$ cat src/rtl/reg_file_mp.sv
// Two-read / two-write register file with registered read data and read-valid strobes.
// Define REG_FILE_MP_BYPASS_EN for write-first forwarding; the default build is read-first.
module reg_file_mp #(
  parameter int DW      = 32,
  parameter int AW      = 5,
  parameter int ZERO_R0 = 1
) (
  input  logic          clk,
  input  logic          rst,
  input  logic [AW-1:0] A1,
  input  logic [AW-1:0] A2,
  input  logic          RE1,
  input  logic          RE2,
  output logic [DW-1:0] RD1,
  output logic [DW-1:0] RD2,
  output logic          RV1,
  output logic          RV2,
  input  logic [AW-1:0] A3,
  input  logic [DW-1:0] WD3,
  input  logic          WE3,
  input  logic [AW-1:0] A4,
  input  logic [DW-1:0] WD4,
  input  logic          WE4
);

  localparam int DEPTH = 1 << AW;

  logic [DW-1:0] mem [DEPTH];
  logic [DW-1:0] rdata1, rdata2;
  logic          wr3_ok, wr4_ok;

  assign wr3_ok = WE3 && !((ZERO_R0 != 0) && (A3 == '0));
  assign wr4_ok = WE4 && !((ZERO_R0 != 0) && (A4 == '0));

  // Port B is applied after port A so it wins on both the bypass path and the array write.
  always_comb begin
    rdata1 = mem[A1];
`ifdef REG_FILE_MP_BYPASS_EN
    if (WE3 && (A3 == A1)) rdata1 = WD3;
    if (WE4 && (A4 == A1)) rdata1 = WD4;
`endif
    if ((ZERO_R0 != 0) && (A1 == '0)) rdata1 = '0;
  end

  always_comb begin
    rdata2 = mem[A2];
`ifdef REG_FILE_MP_BYPASS_EN
    if (WE3 && (A3 == A2)) rdata2 = WD3;
    if (WE4 && (A4 == A2)) rdata2 = WD4;
`endif
    if ((ZERO_R0 != 0) && (A2 == '0)) rdata2 = '0;
  end

  always_ff @(posedge clk) begin
    if (rst) begin
      mem <= '{default: '0};
      RD1 <= '0;
      RD2 <= '0;
      RV1 <= 1'b0;
      RV2 <= 1'b0;
    end else begin
      if (wr3_ok) mem[A3] <= WD3;
      if (wr4_ok) mem[A4] <= WD4;
      RV1 <= RE1;
      RV2 <= RE2;
      if (RE1) RD1 <= rdata1;
      if (RE2) RD2 <= rdata2;
    end
  end

endmodule

$ cat config.mk
export PLATFORM = sky130hd
export DESIGN_NAME = reg_file_mp
export DESIGN_NICKNAME = d
export VERILOG_FILES = /design/src/rtl/reg_file_mp.sv
export SDC_FILE = /design/constraint.sdc
export NUM_CORES = 2
export LEC_CHECK = 0
export CAP_MARGIN = 5
export CORE_MARGIN = 1.5
export CORE_UTILIZATION = 30
export CTS_CLUSTER_SIZE = 14
export DETAILED_ROUTE_END_ITERATION = 10
export HOLD_SLACK_MARGIN = 0.03
export PLACE_DENSITY_LB_ADDON = 0.1
export SKIP_CTS_REPAIR_TIMING = 1
export SYNTH_ARGS = -nofsm -noshare
export SYNTH_HDL_FRONTEND = slang
export SYNTH_SLANG_ARGS = --single-unit
$ cat constraint.sdc
create_clock -name clk -period 2.4 [get_ports clk]
set_input_delay 0.48 -clock clk [delete_from_list [all_inputs] [get_ports clk]]
set_output_delay 0.48 -clock clk [all_outputs]
set_load 0.01 [all_outputs]
**Word level (Yosys, flattened, before mapping)**

Cells that the tools add are included.

- Bitwise logic cells: 4
- $lt $le $gt $ge: 6
- Mux-type cells: 17
- Reductions and logical operators: 10

Operator list:

| operator | number |
|---|---|
| 2-to-1 mux 1024 bit | 3 |
| bitwise mux 1024 bit | 2 |
| binary-select mux 32 bit (select 5 bit) | 2 |
| demux 32 bit (select 5 bit) | 2 |
| 2-to-1 mux 32 bit | 8 |
| >= comparator 6 bit, second input constant | 4 |
| inverter 5 -> 6 bit | 4 |
| logical NOT 5 bit | 4 |
| less-than comparator 6 x 1 -> 1 bit, second input constant | 2 |
| logical AND 1 bit | 4 |
| logical NOT 1 bit | 2 |

- Bits of input ports: 90
- Register bits after elaboration: 1090

**Longest topological paths before layout**

- Depth after elaboration: 10
- Gate-level depth with buffers: 8
- Depth with buffers taken out: 4

**Least setup slack after synthesis**

OpenSTA, ideal clock, no wires.

- Path type: input port to flip-flop
- Start: input A2[2]
- End: register RD2[13]
- Setup time: 0.122 ns
- Setup slack: 0.237 ns
- Cell stages on the path: 6
- Arrival time: 2.041 ns
- Path through: buf_2 -> clkbuf_1 -> mux4_2 -> and3_1 -> a221o_1 -> a311o_1

- Longest elaborated chain between the ends: 5

RTL lines:

| item | line | source |
|---|---|---|
| start: declaration | 11 | `input logic [AW-1:0] A2,` |
| inverter 5 -> 6 bit (implied by the code) | 46 | `rdata2 = mem[A2];` |
| binary-select mux 32 bit (select 5 bit) | 46 |  |
| 2-to-1 mux 32 bit (implied by the code) (2 in a row) | 46 |  |
| 2-to-1 mux 32 bit (*) | 51 | `if ((ZERO_R0 != 0) && (A2 == '0)) rdata2 = '0;` |
| end signal: assignment | 67 | `if (RE2) RD2 <= rdata2;` |
| end: declaration | 15 | `output logic [DW-1:0] RD2,` |

Mark *: on every way between the ends. The rest lies on a longest branch, timed or not. The select of a mux whose other input is x is not followed.
A chain may end at the register's enable or synchronous reset.

**Worst setup path after layout**

- Start: input A2[0]
- End: register RD2[20]

The elaborated chain is that of the path after synthesis.

==> insert_results.sql <==
INSERT INTO impl_metrics (metric_group, metric, value, unit) VALUES
('finish', 'final_cells', '10220', ''),
('floorplan', 'chipWidth', '464.4', 'um'),
('critical_path', 'crit_path_max_incr_delay', '1.14', 'ns'),
('synthesis', 'yosysUniqueCellTypes', '45', ''),
('critical_path', 'critical_r2r_launch', 'mem[149]', ''),
('finish', 'drive_gt1_share', '20.27', '%'),
('critical_path', 'rr_worst_depth', '5', ''),
('synthesis', 'synthDominantAreaCellType', 'sky130_fd_sc_hd__dfxtp_1', ''),
('synthesis', 'async_flop_share', '0', '%'),
('route', 'routed_metal_1_wirelength', '149600', 'um'),
('flow_run', 'number_of_violations_of_the_max_capacitance_limit', '0', ''),
('route', 'drtIter0Drc', '8042', ''),
('clock_network', 'clk_path_buf_depth', '3', ''),
('placed_design', 'detailed_place_hpwl', '229700', 'um'),
('route', 'vias_per_cell', '6.253', ''),
('route', 'drt-pass1-iter-count', '6', ''),
('critical_path', 'startpoint_kind_of_the_worst_setup_timing_path', 'input port', ''),
('run_status', 'status', 'complete, but fails checks', ''),
('sta', 'clk_skew', '0.03344', 'ns'),
('synthesis', 'post_synth_instance_area', '63880', 'um^2'),
('pwr', 'power_density', '591.1', 'nW/um^2'),
('synthesis', 'synthesis.yosys.warnings', '0', ''),
('sta', 'setup_viol', '5', ''),
('synthesis', 'synth-main-ff-cell', 'sky130_fd_sc_hd__dfxtp_1', ''),
('sta', 'max-slew-margin-rel', '6.237', '%'),
('critical_path', 'crit_path_end_kind', 'register', ''),
('sta', 'slew_viols_final', '0', ''),
('placed_design', 'placement.io_buffers', '155', ''),
('finish', 'most_frequent_standard_cell_in_the_layout_excluding_fill_and_tap_cells', 'sky130_fd_sc_hd__dfxtp_1', ''),
('global_route', 'gr-usage-all-layers', '31.42', '%'),
('floorplan', 'die-height', '464.4', 'um'),
('clock_network', 'clock_tree_from_tritoncts', 'built', ''),
('route', 'met3RoutedLength', '28000', 'um'),
('route', 'drcViolationCount', '0', ''),
('sta', 'finalHoldViolCount', '0', ''),
('global_route', 'antenna_found_initial', '15', ''),
('finish', 'finalNetCount', '7380', ''),
('synthesis', 'postSynthAreaPerCell', '8.858', 'um^2'),
('critical_path', 'worst-setup-path-type', 'input port to register', ''),
('floorplan', 'row_count', '169', ''),
('sta', 'finalWorstSetupSlack', '-0.08810', 'ns'),
('clock_network', 'worst_skew_pair.late_latency', '0.82', 'ns'),
('floorplan', 'dieArea', '215700', 'um^2'),
('route', 'drt.antenna.violating_nets', '0', ''),
('critical_path', 'worst-r2r-setup-slack', '0.50', 'ns'),
('floorplan', 'floorplan.initialDensity', '30.15', '%'),
('synthesis', 'netlist_top_cells_area', 'sky130_fd_sc_hd__dfxtp_1 (34%), sky130_fd_sc_hd__mux4_2 (14%), sky130_fd_sc_hd__a311oi_1 (10%)', ''),
('finish', 'area.growth.synth_to_final', '25.11', '%'),
('synthesis', 'synthCells', '7211', ''),
('synthesis', 'register_area_share_after_synthesis', '34.16', '%'),
('route', 'routed_wl', '348900', 'um'),
('critical_path', 'number_of_cells_on_the_critical_path', '8', ''),
('placed_design', 'gpl.final_weighted_congestion', '0.9163', ''),
('synthesis', 'synth_enable_flop_cells', '0', ''),
('sta', 'grt_setup_unrepaired', 'no', ''),
('sta', 'fmaxAchievable', '401.9', 'MHz'),
('clock_network', 'clk_root_buffer_cell', 'sky130_fd_sc_hd__clkbuf_16', ''),
('placed_design', 'pre_cts_slack', '-0.7233', 'ns'),
('route', 'post_drt_wl_per_cell', '34.14', 'um'),
('critical_path', 'worstPathCellList', 'buf_8 -> nor3_1 -> buf_4 -> or4b_2 -> buf_4 -> buf_4 -> nor2_1 -> a311o_1', ''),
('critical_path', 'timing.rr.end', 'RD2[21]', ''),
('floorplan', 'core', '211900', 'um^2'),
('clock_network', 'cts_sink_count', '1090', ''),
('critical_path', 'slowest_library_cell_on_the_worst_path', 'sky130_fd_sc_hd__nor3_1', ''),
('critical_path', 'worst-endpoint-required', '3.08', 'ns'),
('run_status', 'violations', 'negative setup slack', ''),
('sta', 'finalCriticalPeriod', '2.488', 'ns'),
('synthesis', 'synth-seq-cells', '1090', ''),
('placed_design', 'placed_cells', '9968', ''),
('global_route', 'grt_pass1_wl', '489800', 'um'),
('sta', 'timing.final.crit_share', '103.7', '%');
==> cell type report <==
class	instances	area [um^2]	area share [%]
sequential	1090	21840	27.33
clock buffer	214	4188	5.240
multi-input combinational	5138	38620	48.33
antenna	4	10.01	0.01253
timing repair buffer	920	11320	14.17
tap	2821	3530	4.417
clock inverter	32	401.6	0.5026
==> state kept, by name (all words and copies together), names as in the netlist <==
register and cells:
RD1 32, RD2 32, RV1 1, RV2 1
mem 1024
==> per-stage QoR <==
stage	utilization [%]	hold slack [ns]	power (mW)	instance area, um^2	TNS [ns]
floorplan	-	0.4509	21.99	63880	0
global placement	35.51	0.4632	25.51	75250	-160.79
detailed placement	35.51	0.4709	25.53	75250	-195.70
CTS	37.68	-0.02164	47.29	79840	-2.472
global route	37.71	0.4205	48.30	79900	0
finish	37.72	0.4370	47.24	79910	-0.3493
==> Yosys cell counts, types with 17 or more instances <==
| library cell | instances |
|---|---|
| sky130_fd_sc_hd__o21ai_0 | 384 |
| sky130_fd_sc_hd__a221oi_1 | 18 |
| sky130_fd_sc_hd__or2_2 | 25 |
| sky130_fd_sc_hd__buf_4 | 22 |
| sky130_fd_sc_hd__a311oi_1 | 736 |
| sky130_fd_sc_hd__a32o_1 | 25 |
| sky130_fd_sc_hd__nand2_1 | 803 |
| sky130_fd_sc_hd__a211oi_1 | 282 |
| sky130_fd_sc_hd__o311ai_0 | 33 |
| sky130_fd_sc_hd__a22oi_1 | 128 |
| sky130_fd_sc_hd__nand3_1 | 353 |
| sky130_fd_sc_hd__or2_0 | 18 |
| sky130_fd_sc_hd__a21oi_1 | 42 |
| sky130_fd_sc_hd__and3_1 | 42 |
| sky130_fd_sc_hd__a221o_1 | 21 |
| sky130_fd_sc_hd__buf_2 | 159 |
| sky130_fd_sc_hd__a311o_1 | 21 |
| sky130_fd_sc_hd__dfxtp_1 | 1090 |
| sky130_fd_sc_hd__mux4_2 | 384 |
| sky130_fd_sc_hd__nor2b_1 | 69 |
| sky130_fd_sc_hd__clkbuf_1 | 776 |
| sky130_fd_sc_hd__nor2_1 | 1029 |
| sky130_fd_sc_hd__a21o_1 | 21 |
| sky130_fd_sc_hd__a21boi_0 | 26 |
| sky130_fd_sc_hd__mux2i_1 | 614 |
| sky130_fd_sc_hd__buf_1 | 17 |
==> report_power, final <==
| part | switching [mW] | internal (mW) |
|---|---|---|
| clock network | 9.11 | 12.8 |
| logic | 4.07 | 2.42 |
| registers | 0.327 | 18.5 |
| total | 13.5 | 33.7 |
==> worst register-to-register path, stage by stage, from the launching register on <==
cell                      delay (ns)
sky130_fd_sc_hd__dfxtp_1        0.32
sky130_fd_sc_hd__mux4_2         0.49
sky130_fd_sc_hd__mux2i_1        0.28
sky130_fd_sc_hd__buf_4          0.17
sky130_fd_sc_hd__nand2_1        0.12
sky130_fd_sc_hd__a311o_1        0.41
==> cells by family (layout without fill, tap and decap cells) <==
group / Yosys count / count (layout) / synth area share, %
flops: 1090 / 1090 / 34.16
compound gates: 1747 / 1747 / 20.69
simple gates: 2393 / 2393 / 15.67
mux: 998 / 998 / 23.16
buf+inv: 983 / 1166 / 6.323
other cells: 0 / 4 / 0
==> how the worst min path moves through the flow <==
stage / startpoint / endpoint / slack [ns] / depth (start not counted)
6_report: A2[4] / RD2[0] / 0.44 / 5
5_1_grt: A2[4] / RD2[14] / 0.42 / 4
4_1_cts: rst / RV2 / -0.02 / 3
3_5_place_dp: mem[1009] / mem[1009] / 0.47 / 1
3_3_place_gp: mem[1005] / mem[1005] / 0.46 / 1
2_1_floorplan: mem[1000] / mem[1000] / 0.45 / 1
==> metal layers <==
layer | track usage [%] | up-vias
li1 | - | 27260
met1 | 43.18 | 32510
met2 | 48.59 | 3452
met3 | 5.008 | 670
met4 | 13.47 | 6
met5 | 0 | -
Note: power is estimated with default switching activity, not from simulation.
